==> src/rtl/wb_pkg.sv <==
// wb_pkg -- shared definitions for the write-back stage.
//   * default datapath / register-index / tag widths
//   * load-mode encodings carried on mem_ldmode (5..7 are reserved)
//   * small helpers that classify a load mode
package wb_pkg;

  localparam int WB_DATA_W = 32;
  localparam int WB_RA_W   = 5;
  localparam int WB_TAG_W  = 4;

  typedef enum logic [2:0] {
    LD_WORD   = 3'd0,
    LD_BYTE_S = 3'd1,
    LD_BYTE_U = 3'd2,
    LD_HALF_S = 3'd3,
    LD_HALF_U = 3'd4
  } ld_mode_e;

  function automatic logic is_half(input logic [2:0] mode);
    return (mode == LD_HALF_S) || (mode == LD_HALF_U);
  endfunction

  function automatic logic is_word(input logic [2:0] mode);
    return (mode == LD_WORD);
  endfunction

endpackage

==> src/rtl/wb_load_ext.sv <==
// wb_load_ext -- combinational load lane select and sign/zero extension.
// Ports:
//   mdata    in   raw memory word
//   ldmode   in   load mode (wb_pkg::ld_mode_e; 5..7 reserved -> pass-through)
//   addr_lo  in   byte offset of the access
//   ldata    out  extended load result
//   mis_raw  out  offset is illegal for the mode (not yet qualified by valid/m2reg)
module wb_load_ext
  import wb_pkg::*;
#(
  parameter int DATA_W = WB_DATA_W
) (
  input  logic [DATA_W-1:0] mdata,
  input  logic [2:0]        ldmode,
  input  logic [1:0]        addr_lo,
  output logic [DATA_W-1:0] ldata,
  output logic              mis_raw
);

  logic [7:0]  byte_lane;
  logic [15:0] half_lane;

  // Lanes always come from the low 32 bits, even for wider datapaths.
  always_comb begin
    byte_lane = mdata[7:0];
    case (addr_lo)
      2'd0: byte_lane = mdata[7:0];
      2'd1: byte_lane = mdata[15:8];
      2'd2: byte_lane = mdata[23:16];
      2'd3: byte_lane = mdata[31:24];
      default: byte_lane = mdata[7:0];
    endcase
    half_lane = addr_lo[1] ? mdata[31:16] : mdata[15:0];
  end

  always_comb begin
    ldata = mdata;
    case (ldmode)
      LD_BYTE_S: ldata = {{(DATA_W-8){byte_lane[7]}}, byte_lane};
      LD_BYTE_U: ldata = {{(DATA_W-8){1'b0}}, byte_lane};
      LD_HALF_S: ldata = {{(DATA_W-16){half_lane[15]}}, half_lane};
      LD_HALF_U: ldata = {{(DATA_W-16){1'b0}}, half_lane};
      default:   ldata = mdata;  // word and reserved modes pass through
    endcase
  end

  // Bytes are never misaligned; reserved modes are not flagged either.
  assign mis_raw = (is_half(ldmode) && addr_lo[0]) ||
                   (is_word(ldmode) && (addr_lo != 2'd0));

endmodule

==> src/rtl/wb_stage_gen.sv <==
// wb_stage_gen -- pipeline write-back stage register with retire tracking.
// Ports:
//   clk, rst                 clock, synchronous active-high reset
//   mem_*                    instruction from MEM (valid, dest, ALU result,
//                            raw load word, write enable, load select, mode,
//                            byte offset)
//   MEM_ins_type/number      debug tags, registered to WB_ins_type/number
//   wb_stall, wb_flush       hold the WB register / kill the incoming slot
//   mem_ready                WB accepts this cycle (= !wb_stall)
//   wb_valid/wreg/destR/dest register-file write port
//   wb_misalign              live load has an illegal offset
//   wb_last_*                most recently retired register write (bypass)
//   wb_retire_cnt            free-running retired-instruction count
module wb_stage_gen
  import wb_pkg::*;
#(
  parameter int DATA_W = WB_DATA_W,
  parameter int RA_W   = WB_RA_W,
  parameter int TAG_W  = WB_TAG_W
) (
  input  logic              clk,
  input  logic              rst,
  input  logic              mem_valid,
  input  logic [RA_W-1:0]   mem_destR,
  input  logic [DATA_W-1:0] mem_aluR,
  input  logic [DATA_W-1:0] mem_mdata,
  input  logic              mem_wreg,
  input  logic              mem_m2reg,
  input  logic [2:0]        mem_ldmode,
  input  logic [1:0]        mem_addr_lo,
  input  logic [TAG_W-1:0]  MEM_ins_type,
  input  logic [TAG_W-1:0]  MEM_ins_number,
  input  logic              wb_stall,
  input  logic              wb_flush,
  output logic              mem_ready,
  output logic              wb_valid,
  output logic              wb_wreg,
  output logic [RA_W-1:0]   wb_destR,
  output logic [DATA_W-1:0] wb_dest,
  output logic [TAG_W-1:0]  WB_ins_type,
  output logic [TAG_W-1:0]  WB_ins_number,
  output logic              wb_misalign,
  output logic              wb_last_wreg,
  output logic [RA_W-1:0]   wb_last_destR,
  output logic [DATA_W-1:0] wb_last_dest,
  output logic [31:0]       wb_retire_cnt
);

  logic              valid_reg;
  logic [RA_W-1:0]   destr_reg;
  logic [DATA_W-1:0] alur_reg;
  logic [DATA_W-1:0] mdata_reg;
  logic              wreg_reg;
  logic              m2reg_reg;
  logic [2:0]        ldmode_reg;
  logic [1:0]        addr_lo_reg;
  logic [TAG_W-1:0]  ins_type_reg;
  logic [TAG_W-1:0]  ins_number_reg;
  logic              last_wreg_reg;
  logic [RA_W-1:0]   last_destr_reg;
  logic [DATA_W-1:0] last_dest_reg;
  logic [31:0]       retire_cnt_reg;

  logic [DATA_W-1:0] load_data;
  logic              mis_raw;
  logic              retire;

  wb_load_ext #(.DATA_W(DATA_W)) u_load_ext (
    .mdata   (mdata_reg),
    .ldmode  (ldmode_reg),
    .addr_lo (addr_lo_reg),
    .ldata   (load_data),
    .mis_raw (mis_raw)
  );

  assign mem_ready   = !wb_stall;
  assign wb_misalign = valid_reg && m2reg_reg && mis_raw;
  assign wb_wreg     = valid_reg && wreg_reg && (destr_reg != '0) && !wb_misalign;
  assign wb_dest     = m2reg_reg ? load_data : alur_reg;
  // A flushed slot never retires, even if it was not stalled.
  assign retire      = valid_reg && !wb_stall && !wb_flush;

  always_ff @(posedge clk) begin
    if (rst) begin
      valid_reg      <= 1'b0;
      destr_reg      <= '0;
      alur_reg       <= '0;
      mdata_reg      <= '0;
      wreg_reg       <= 1'b0;
      m2reg_reg      <= 1'b0;
      ldmode_reg     <= 3'd0;
      addr_lo_reg    <= 2'd0;
      ins_type_reg   <= '0;
      ins_number_reg <= '0;
      last_wreg_reg  <= 1'b0;
      last_destr_reg <= '0;
      last_dest_reg  <= '0;
      retire_cnt_reg <= 32'd0;
    end else begin
      // Flush wins over stall for the valid bit; payload follows stall only.
      if (wb_flush) begin
        valid_reg <= 1'b0;
      end else if (!wb_stall) begin
        valid_reg <= mem_valid;
      end

      if (!wb_stall) begin
        destr_reg      <= mem_destR;
        alur_reg       <= mem_aluR;
        mdata_reg      <= mem_mdata;
        wreg_reg       <= mem_wreg;
        m2reg_reg      <= mem_m2reg;
        ldmode_reg     <= mem_ldmode;
        addr_lo_reg    <= mem_addr_lo;
        ins_type_reg   <= MEM_ins_type;
        ins_number_reg <= MEM_ins_number;
      end

      if (retire) begin
        retire_cnt_reg <= retire_cnt_reg + 32'd1;
        last_wreg_reg  <= wb_wreg;
        // Bypass data only tracks instructions that really wrote a register.
        if (wb_wreg) begin
          last_destr_reg <= destr_reg;
          last_dest_reg  <= wb_dest;
        end
      end
    end
  end

  assign wb_valid      = valid_reg;
  assign wb_destR      = destr_reg;
  assign WB_ins_type   = ins_type_reg;
  assign WB_ins_number = ins_number_reg;
  assign wb_last_wreg  = last_wreg_reg;
  assign wb_last_destR = last_destr_reg;
  assign wb_last_dest  = last_dest_reg;
  assign wb_retire_cnt = retire_cnt_reg;

endmodule

==> config.mk <==
export PLATFORM = sky130hd
export DESIGN_NAME = wb_stage_gen
export DESIGN_NICKNAME = d
export VERILOG_FILES = /design/src/rtl/wb_pkg.sv /design/src/rtl/wb_load_ext.sv /design/src/rtl/wb_stage_gen.sv
export SDC_FILE = /design/constraint.sdc
export NUM_CORES = 1
export LEC_CHECK = 0
export CORE_MARGIN = 10
export CORE_UTILIZATION = 48
export DETAILED_ROUTE_END_ITERATION = 12
export PLACE_DENSITY = 0.9
export SKIP_LAST_GASP = 1
export SYNTH_ARGS = -nofsm -noshare
export SYNTH_HDL_FRONTEND = slang
export SYNTH_SLANG_ARGS = --single-unit
==> constraint.sdc <==
create_clock -name clk -period 2.8 [get_ports clk]
set_clock_uncertainty 0.1 [all_clocks]
set_input_delay 0.84 -clock clk [delete_from_list [all_inputs] [get_ports clk]]
set_output_delay 0.84 -clock clk [all_outputs]
set_load 0.01 [all_outputs]
==> results.toml, run 1 <==
[synthesis]
synth_area_leaders = "dfxtp_1, mux2i_1, nor2_1"
synth_top_area_share_pct = 43.4
synth_area_per_cell_sq_um = 9.62
ys_types = 61
synthSimpleGateAreaFrac_pct = 17.2
synthArstFlopShare_pct = 0
synth_seq_cells = 155
muxShareOfSynthArea_pct = 15.2
synth_edf_count = 0
yosys.area_share.xor_xnor_pct = 1.45
seq_area_frac_synth_pct = 43.4
synth_top_family_by_area = "compound AO/OA/AOI/OAI gates"
synthCells = 743
syn_area_sq_um = 7150
synth-adder-area-share_pct = 0.175
syn_nets = 833
yosysWarningCount = 0
synth_compound_gate_area_share_pct = 17.6
ys.flop_type = "dfxtp_1"
synth_top_area_cell = "dfxtp_1"

[cells_and_area]
mostFrequentLayoutCell = "clkdlybuf4s50_1"
final_cell_mix = "clkdlybuf4s50_1, dfxtp_1, nor2_1, buf_4, mux2i_1"
syn_to_final_growth_pct = 61.2
register_area_sq_um = 3120
final_util_pct = 79.0
multi_input_area_sq_um = 4220
drive_gt1_share_pct = 27.1
layout.cells.non_filler = 1244
diodes = 0
nets = 1137
final.fill_count = 872

[cts]
clk_latency_ns = 0.43
cts_made_buffers = 17
cts_max_path_buffers = 2
h-tree-depth = 4
clockRootBuffer = "clkbuf_16"
clk_pin_slew_worst_paths_ns = 0.06
clock_sinks = 155
cts_tree = "yes"
holdBufCountCts = 0

[routing]
wl_per_cell_um = 23.5
ant_nets = 0
via_count = 7594
drtIter0Drc = 791
firstDrtPassIters = 6
wl_um = 29200
drc = 0
vias_per_cell = 6.10

[grt]
grt_usage_pct = 27.0
overflow = 0
antenna_found_initial = 0
grt_pass1_wl_um = 43000
grt_max_degree = 50
grt_pass1_vias = 7478

[setup_path]
worst-r2r-cell-count = 7
rrSetupSlack_ns = 0.23
crit_type = "reg2out"
worst_ep_arrival_time_ns = 2.08
end_kind = "output pin"
worstPathRequired_ns = 1.86
worstPathMaxFanout = 6
worst_r2r_endpoint = "wb_last_dest[8]"
startpoint_type = "register"
r2r_start = "addr_lo_reg[0]"

[floorplan]
num_rows = 44
die_w_um = 142
start_util_pct = 49.0
die_y_um = 142
die_area_sq_um = 20200
ios = 208
core_area_sq_um = 14600

[sta]
post-route-min-period_ns = 3.02
hold_viol = 0
slew_violations = 0
tightest_slew_ns = 1.09
slew_headroom_pct = 27.2
setup_violations = 33
rsz0062_at_grt = "true"
fin_crit_sh_pct = 108
setup_slack_ns = -0.217
fmax_mhz = 331

[outcome]
violations = "setup timing"
outcome = "finished, violations left"

[placed_design]
gp_congestion = 0.969
place_ws_ns = -0.179
io_buffers = 207
dpl.hpwl_um = 18400
numPlacedInstances = 1155

[worst_hold_path]
worstHoldStart = "wb_last_dest[13]"
hold_path.class = "reg2reg"
whs_path_depth = 1
hold_end = "wb_last_dest[13]"

[flow_run]
cap_violations = 0

[power]
vdd_drop_max_uv = 463
pwr_density_cell_nw_per_um2 = 501
leakage_nw = 4.45
repair_timing:
action	in CTS	in global routing
pin swaps	31	28
buffers inserted	38	18
cloned	2	1
setup endpoints to repair	34	33
resized for setup	243	40
final cells by class:
| type | instances | share of cell area [%] |
|---|---|---|
| Inverter | 18 | 0.619 |
| Timing Repair Buffer | 341 | 28.5 |
| Multi-Input combinational cell | 514 | 36.7 |
| Sequential cell | 155 | 27.1 |
| Clock buffer | 20 | 3.96 |
| Clock inverter | 12 | 1.18 |
| Tap cell | 184 | 2.00 |
metrics by stage:
| step | total power, mW | hold WS [ns] | TNS (ns) | instance area [sq um] |
|---|---|---|---|---|
| after floorplan | 2.74 | 0.356 | 0 | 7150 |
| after global placement | 3.16 | 0.350 | -3.23 | 9810 |
| after detailed placement | 3.18 | 0.354 | -6.36 | 9810 |
| after CTS | 5.62 | 0.368 | -4.64 | 11200 |
| after global routing | 5.91 | 0.377 | -6.40 | 11500 |
| final | 5.77 | 0.365 | -5.09 | 11500 |
synthesized netlist by cell type (2+ instances only):
master,n
and4_1,3
o31ai_1,9
a31oi_1,32
nand4_1,6
or4_1,9
buf_4,7
mux2_2,4
nor2b_1,3
clkbuf_1,26
a32o_1,8
or2_2,10
nor3_1,4
o2111ai_1,16
o41ai_1,8
xnor2_1,5
nor2_1,123
a21oi_1,26
nand4_2,2
or3_1,2
mux2i_1,86
mux4_2,8
nor4_1,6
xor2_1,5
buf_1,6
buf_6,4
nand4bb_1,9
nand4b_1,2
o211ai_1,18
nand2_1,10
buf_2,14
nand3b_1,2
a31o_2,2
and2_1,9
dfxtp_1,155
nor3_2,2
a22o_1,24
inv_1,17
nand3_1,16
and3_1,2
o21ai_0,22
metal layers:
| metal | up-vias | track usage [%] | share of wire, % |
|---|---|---|---|
| met5 | - | 0 | 0 |
| met2 | 486 | 43.6 | 47 |
| li1 | 3379 | - | - |
| met1 | 3627 | 31.7 | 38 |
| met4 | 0 | 12.7 | 4.3 |
| met3 | 102 | 8.85 | 11 |
where the power goes:
group	internal (mW)	leakage [nW]	switching, mW
sequential	2.28	1.27	0.0661
clock	1.37	0.272	0.991
combinational	0.561	2.91	0.510
total	4.20	4.45	1.57
cell families after synthesis:
group	after synthesis
and+or+nand+nor	231
AOI/OAI and AO/OA	172
DFF	155
muxes	98
buffers and inverters	75
xor gates and xnor gates	11
adders and majority gates	1
worst max-delay path, cell delays in order (launching register included):
cell and delay (ns):
dfxtp_4 0.39, buf_12 0.13, mux4_2 0.54, a31oi_1 0.25
a31oi_2 0.16, buf_2 0.17
worst max-delay path by stage:
stage	depth (start not counted)	to	slack (ns)	startpoint
finish	5	wb_dest[2]	-0.22	addr_lo_reg[0]
global route	5	wb_dest[2]	-0.27	addr_lo_reg[0]
CTS	7	wb_dest[11]	-0.20	addr_lo_reg[1]
detailed placement	5	wb_dest[9]	-0.18	addr_lo_reg[1]
global placement	5	wb_dest[12]	-0.14	addr_lo_reg[1]
floorplan	4	mem_ready	0.06	wb_stall
No activity file was read; power rests on OpenSTA's default activity.
==> run 2, diff against run 1 <==
--- a/config.mk
+++ b/config.mk
@@ -7,9 +7,12 @@
 export LEC_CHECK = 0
 export CORE_MARGIN = 10
 export CORE_UTILIZATION = 48
+export CTS_CLUSTER_DIAMETER = 150
 export DETAILED_ROUTE_END_ITERATION = 12
 export PLACE_DENSITY = 0.9
+export SKIP_CTS_REPAIR_TIMING = 1
 export SKIP_LAST_GASP = 1
+export SLEW_MARGIN = 20
 export SYNTH_ARGS = -nofsm -noshare
 export SYNTH_HDL_FRONTEND = slang
 export SYNTH_SLANG_ARGS = --single-unit
==> run 2 against run 1 <==
Effect of this change:
- the run still ends with setup timing left
- utilization is 1.8 points lower
- total power decreased by 1.1%
- wire length is 2.3% lower
- global-route usage down 3.0 points
- register-to-register slack hardly changed
- first-iteration DRC count decreased by 14%
- design area decreased by 2.2%
- largest power group unchanged
- highest routed layer unchanged
==> results.toml, run 2 (synthesis gave the netlist of run 1 again) <==
[outcome]
outcome = "finished, violations left"
violations = "setup timing"

[floorplan]
ios = 208
die_w_um = 142
start_util_pct = 49.0
die_y_um = 142
die_area_sq_um = 20200
num_rows = 44
core_area_sq_um = 14600

[placed_design]
io_buffers = 207
gp_congestion = 0.969
place_ws_ns = -0.179
dpl.hpwl_um = 18400

[routing]
wl_per_cell_um = 23.3
vias_per_cell = 6.06
firstDrtPassIters = 7
drc = 0
wl_um = 28600
drtIter0Drc = 677
via_count = 7446
ant_nets = 0

[cells_and_area]
final_cell_mix = "clkdlybuf4s50_1, dfxtp_1, nor2_1, buf_4, mux2i_1"
nets = 1122
syn_to_final_growth_pct = 57.6
drive_gt1_share_pct = 25.6
mostFrequentLayoutCell = "clkdlybuf4s50_1"
final_util_pct = 77.2
diodes = 0

[sta]
rsz0062_at_grt = "true"
slew_headroom_pct = 24.9
fin_crit_sh_pct = 108
post-route-min-period_ns = 3.02
setup_violations = 32
hold-worst-slack_ns = 0.365
slew_violations = 0
fmax_mhz = 332
tightest_slew_ns = 1.12
hold_viol = 0
setup_slack_ns = -0.216

[grt]
grt_pass1_vias = 7065
grt_use_met1_pct = 28.4
overflow = 0
grt_busiest_layer = "met2"
grt_pass1_wl_um = 38600
grt_max_degree = 50
grtUsageMet2_pct = 37.8
grt_usage_pct = 24.0
antenna_found_initial = 0
use_met3_pct = 9.48

[cts]
clockRootBuffer = "clkbuf_16"
clk_latency_ns = 0.44
clock_sinks = 155
clk_pin_slew_worst_paths_ns = 0.07
h-tree-depth = 4
cts_tree = "yes"
cts_made_buffers = 17
cts_max_path_buffers = 2

[power]
pwr_density_cell_nw_per_um2 = 507
leakage_nw = 4.36
vdd_drop_max_uv = 452

[setup_path]
path_cells = "buf_6 -> nand4bb_1 -> o211ai_1 -> buf_4 -> buf_4 -> o2111ai_2 -> and2_1 -> dlymetal6s2s_1"
crit_slowest_cell = "dfxtp_4"
worst_ep_arrival_time_ns = 2.08
max_stage_delay_ns = 0.37
crit_type = "reg2out"
end_kind = "output pin"
worstPathRequired_ns = 1.86
worstPathMaxFanout = 6
startpoint_type = "register"
worst_path_most_repeated_cell = "buf_4"
worst-r2r-cell-count = 6

[flow_run]
cap_violations = 0

[worst_hold_path]
hold_path.class = "reg2reg"
whs_path_depth = 1
[run 2: final cells by class]
type	instances	area, sq um
Clock buffer	20	457
Clock inverter	12	136
Fill cell	913	3330
Inverter	18	67.6
Multi-Input combinational cell	514	4180
Sequential cell	155	3120
Tap cell	184	230
Timing Repair Buffer	326	3070
[run 2: final timing paths]
check / to / from / slack, ns
worst max-delay path: wb_dest[9] / addr_lo_reg[1] / -0.22
worst max register to register: wb_last_dest[5] / ldmode_reg[2] / 0.24
worst min-delay path: wb_last_dest[13] / wb_last_dest[13] / 0.36
worst min register to register: wb_last_dest[13] / wb_last_dest[13] / 0.36
[run 2: stage by stage]
| stage | setup TNS [ns] | std cells | area, sq um | power, mW |
|---|---|---|---|---|
| after floorplan | 0 | 743 | 7150 | 2.74 |
| after global placement | -3.23 | 1155 | 9810 | 3.16 |
| after detailed placement | -6.36 | 1155 | 9810 | 3.18 |
| after CTS | -18.84 | 1187 | 10400 | 5.48 |
| after global routing | -5.78 | 1229 | 11300 | 5.85 |
| final | -4.26 | 1229 | 11300 | 5.71 |
[run 2: layer usage]
metal | wire length, um | part of all wire [%]
met2 | 13400 | 47
met3 | 3320 | 12
met4 | 1220 | 4.3
met1 | 10600 | 37
met5 | 0 | 0
[run 2: worst max-delay path, delay by kind of cell (launching register included)]
kind	cells	cell delay, ns
AO/OA/AOI/OAI	2	0.28
buffers and inverters	4	0.64
flip-flops	1	0.37
AND/OR/NAND/NOR	2	0.36
[run 2: where the power goes]
| group | total (mW) | internal, mW | switching, mW |
|---|---|---|---|
| Combinational | 1.01 | 0.523 | 0.487 |
| Clock | 2.36 | 1.37 | 0.992 |
| Sequential | 2.34 | 2.28 | 0.0658 |
| Total | 5.71 | 4.16 | 1.54 |
==> run 3, diff against run 2 <==
--- a/config.mk
+++ b/config.mk
@@ -6,10 +6,10 @@
 export NUM_CORES = 1
 export LEC_CHECK = 0
 export CORE_MARGIN = 10
-export CORE_UTILIZATION = 48
+export CORE_UTILIZATION = 43
 export CTS_CLUSTER_DIAMETER = 150
 export DETAILED_ROUTE_END_ITERATION = 12
-export PLACE_DENSITY = 0.9
+export PLACE_DENSITY = 0.85
 export SKIP_CTS_REPAIR_TIMING = 1
 export SKIP_LAST_GASP = 1
 export SLEW_MARGIN = 20
==> constraint.sdc (replaced) <==
create_clock -name clk -period 2.5 [get_ports clk]
set_clock_uncertainty 0.1 [all_clocks]
set_input_delay 0.75 -clock clk [delete_from_list [all_inputs] [get_ports clk]]
set_output_delay 0.75 -clock clk [all_outputs]
set_load 0.01 [all_outputs]
==> run 3 against run 2 <==
Effect of this change:
- via count fell by 3.1%
- flip-flop and latch count is the same
- highest routed layer is now met5
- non-clock buffer count fell by 1
- global-route usage is 2.4 points lower
- count of clock-buffer cells in the layout increased by 3
- sequential power is 12% higher
- critical path depth shrank 2
- the run still ends with setup timing left
- clock power grew 13%
- total power rose by 10%
- first-iteration DRC count down 17%
==> results.toml, run 3 (synthesis gave the netlist of run 1 again) <==
[outcome]
outcome = "finished, violations left"
violations = "setup timing"

[sta]
hold_viol = 0
fin_crit_sh_pct = 115
slew_headroom_pct = 54.5
setup_violations = 34
hold-worst-slack_ns = 0.368
slew_violations = 0
post-route-min-period_ns = 2.88
setup_slack_ns = -0.377
fin_tns_setup_ns = -10.55
fmax_mhz = 348
rsz0062_at_grt = "true"
tightest_slew_ns = 0.681

[placed_design]
gp_congestion = 0.947
placed_cell_area_sq_um = 10100
dpl.hpwl_um = 18800
io_buffers = 207
place_ws_ns = -0.384
numPlacedInstances = 1217

[cells_and_area]
mostFrequentLayoutCell = "clkdlybuf4s50_1"
final_cell_mix = "clkdlybuf4s50_1, dfxtp_1, nor2_1, buf_4, mux2i_1"
layout.cells.non_filler = 1265
syn_to_final_growth_pct = 54.4
stdcell_area_sq_um = 11000
nets = 1121
final_util_pct = 67.0
final.fill_count = 1271
drive_gt1_share_pct = 24.8

[setup_path]
crit_type = "reg2out"
worst-r2r-cell-count = 5
worstPathRequired_ns = 1.65
worst_ep_arrival_time_ns = 2.03
end_kind = "output pin"
worstPathMaxFanout = 16
startpoint_type = "register"

[routing]
drc = 0
drtIter0Drc = 561
vias_per_cell = 5.70
ant_nets = 0
firstDrtPassIters = 6
via_count = 7214
wl_um = 26500
wl_per_cell_um = 20.9

[floorplan]
die_y_um = 149
ios = 208
die_w_um = 149
start_util_pct = 43.4
die_area_sq_um = 22200
num_rows = 47
core_area_sq_um = 16500

[grt]
grt_usage_pct = 21.6
grt_pass1_wl_um = 38300
grt_pass1_vias = 6906
overflow = 0
grt_max_degree = 38
antenna_found_initial = 2

[cts]
clockRootBuffer = "clkbuf_16"
h-tree-depth = 4
clock_sinks = 155
cts_tree = "yes"
clk_pin_slew_worst_paths_ns = 0.06
clk_latency_ns = 0.43
cts_made_buffers = 17
cts_max_path_buffers = 2

[power]
pwr_density_cell_nw_per_um2 = 569
vdd_drop_max_uv = 506
leakage_nw = 4.30
finalPower_mw = 6.28

[worst_hold_path]
hold_path.class = "reg2reg"
whs_path_depth = 1

[flow_run]
cap_violations = 0
==> run 3: cell count changes in the layout (fill, tap and decap cells not counted), moves of 3 or more <==
cell / previous run / this run
buf_4: 103 / 107
clkbuf_2: 8 / 22
o21ai_0: 8 / 20
a31oi_1: 6 / 16
a31oi_4: 24 / 7
buf_6: 29 / 10
o2111ai_4: 2 / 5
clkbuf_1: 1 / 5
clkinvlp_4: 6 / 2
o21ai_1: 14 / 2
o2111ai_2: 7 / 4
a31oi_2: 4 / 10
==> run 3: area by class of cell <==
| cell class | instances | area, sq um | area share (%) |
|---|---|---|---|
| antenna | 1 | 2.50 | 0.0227 |
| clock buffer | 23 | 458 | 4.15 |
| clock inverter | 9 | 136 | 1.24 |
| inverter | 18 | 67.6 | 0.612 |
| multi-input combinational | 514 | 4020 | 36.4 |
| sequential | 155 | 3120 | 28.3 |
| tap | 220 | 275 | 2.49 |
| timing repair buffer | 325 | 2960 | 26.8 |
==> run 3: final timing paths <==
check                        start                to  slack, ns
hold reg to reg   wb_last_dest[14]  wb_last_dest[14]       0.37
hold / removal    wb_last_dest[14]  wb_last_dest[14]       0.37
setup reg to reg       wb_destR[0]  wb_last_dest[13]       0.23
setup / recovery     ldmode_reg[0]       wb_dest[12]      -0.38
==> run 3: per-layer routing <==
metal  vias up  track usage, %  wire, um
li1       3346               -         -
met2       364            34.8     12600
met4         2            5.94       500
met1      3458            26.7     10700
met3        44            7.71      2640
met5         -               0        11
==> run 3: report_power, final <==
| part | switching (mW) | leakage (nW) | internal [mW] | total, mW |
|---|---|---|---|---|
| logic | 0.490 | 2.75 | 0.518 | 1.01 |
| clock network | 1.05 | 0.282 | 1.60 | 2.66 |
| registers | 0.0622 | 1.27 | 2.55 | 2.61 |
| total | 1.61 | 4.30 | 4.67 | 6.28 |
==> run 3: worst max-delay path: stages, from the launching register on <==
cell and delay [ns]:
dfxtp_4 0.37, buf_4 0.14, and3b_4 0.23, o211ai_1 0.40, o2111ai_4 0.18, and2_4 0.18, buf_6 0.11
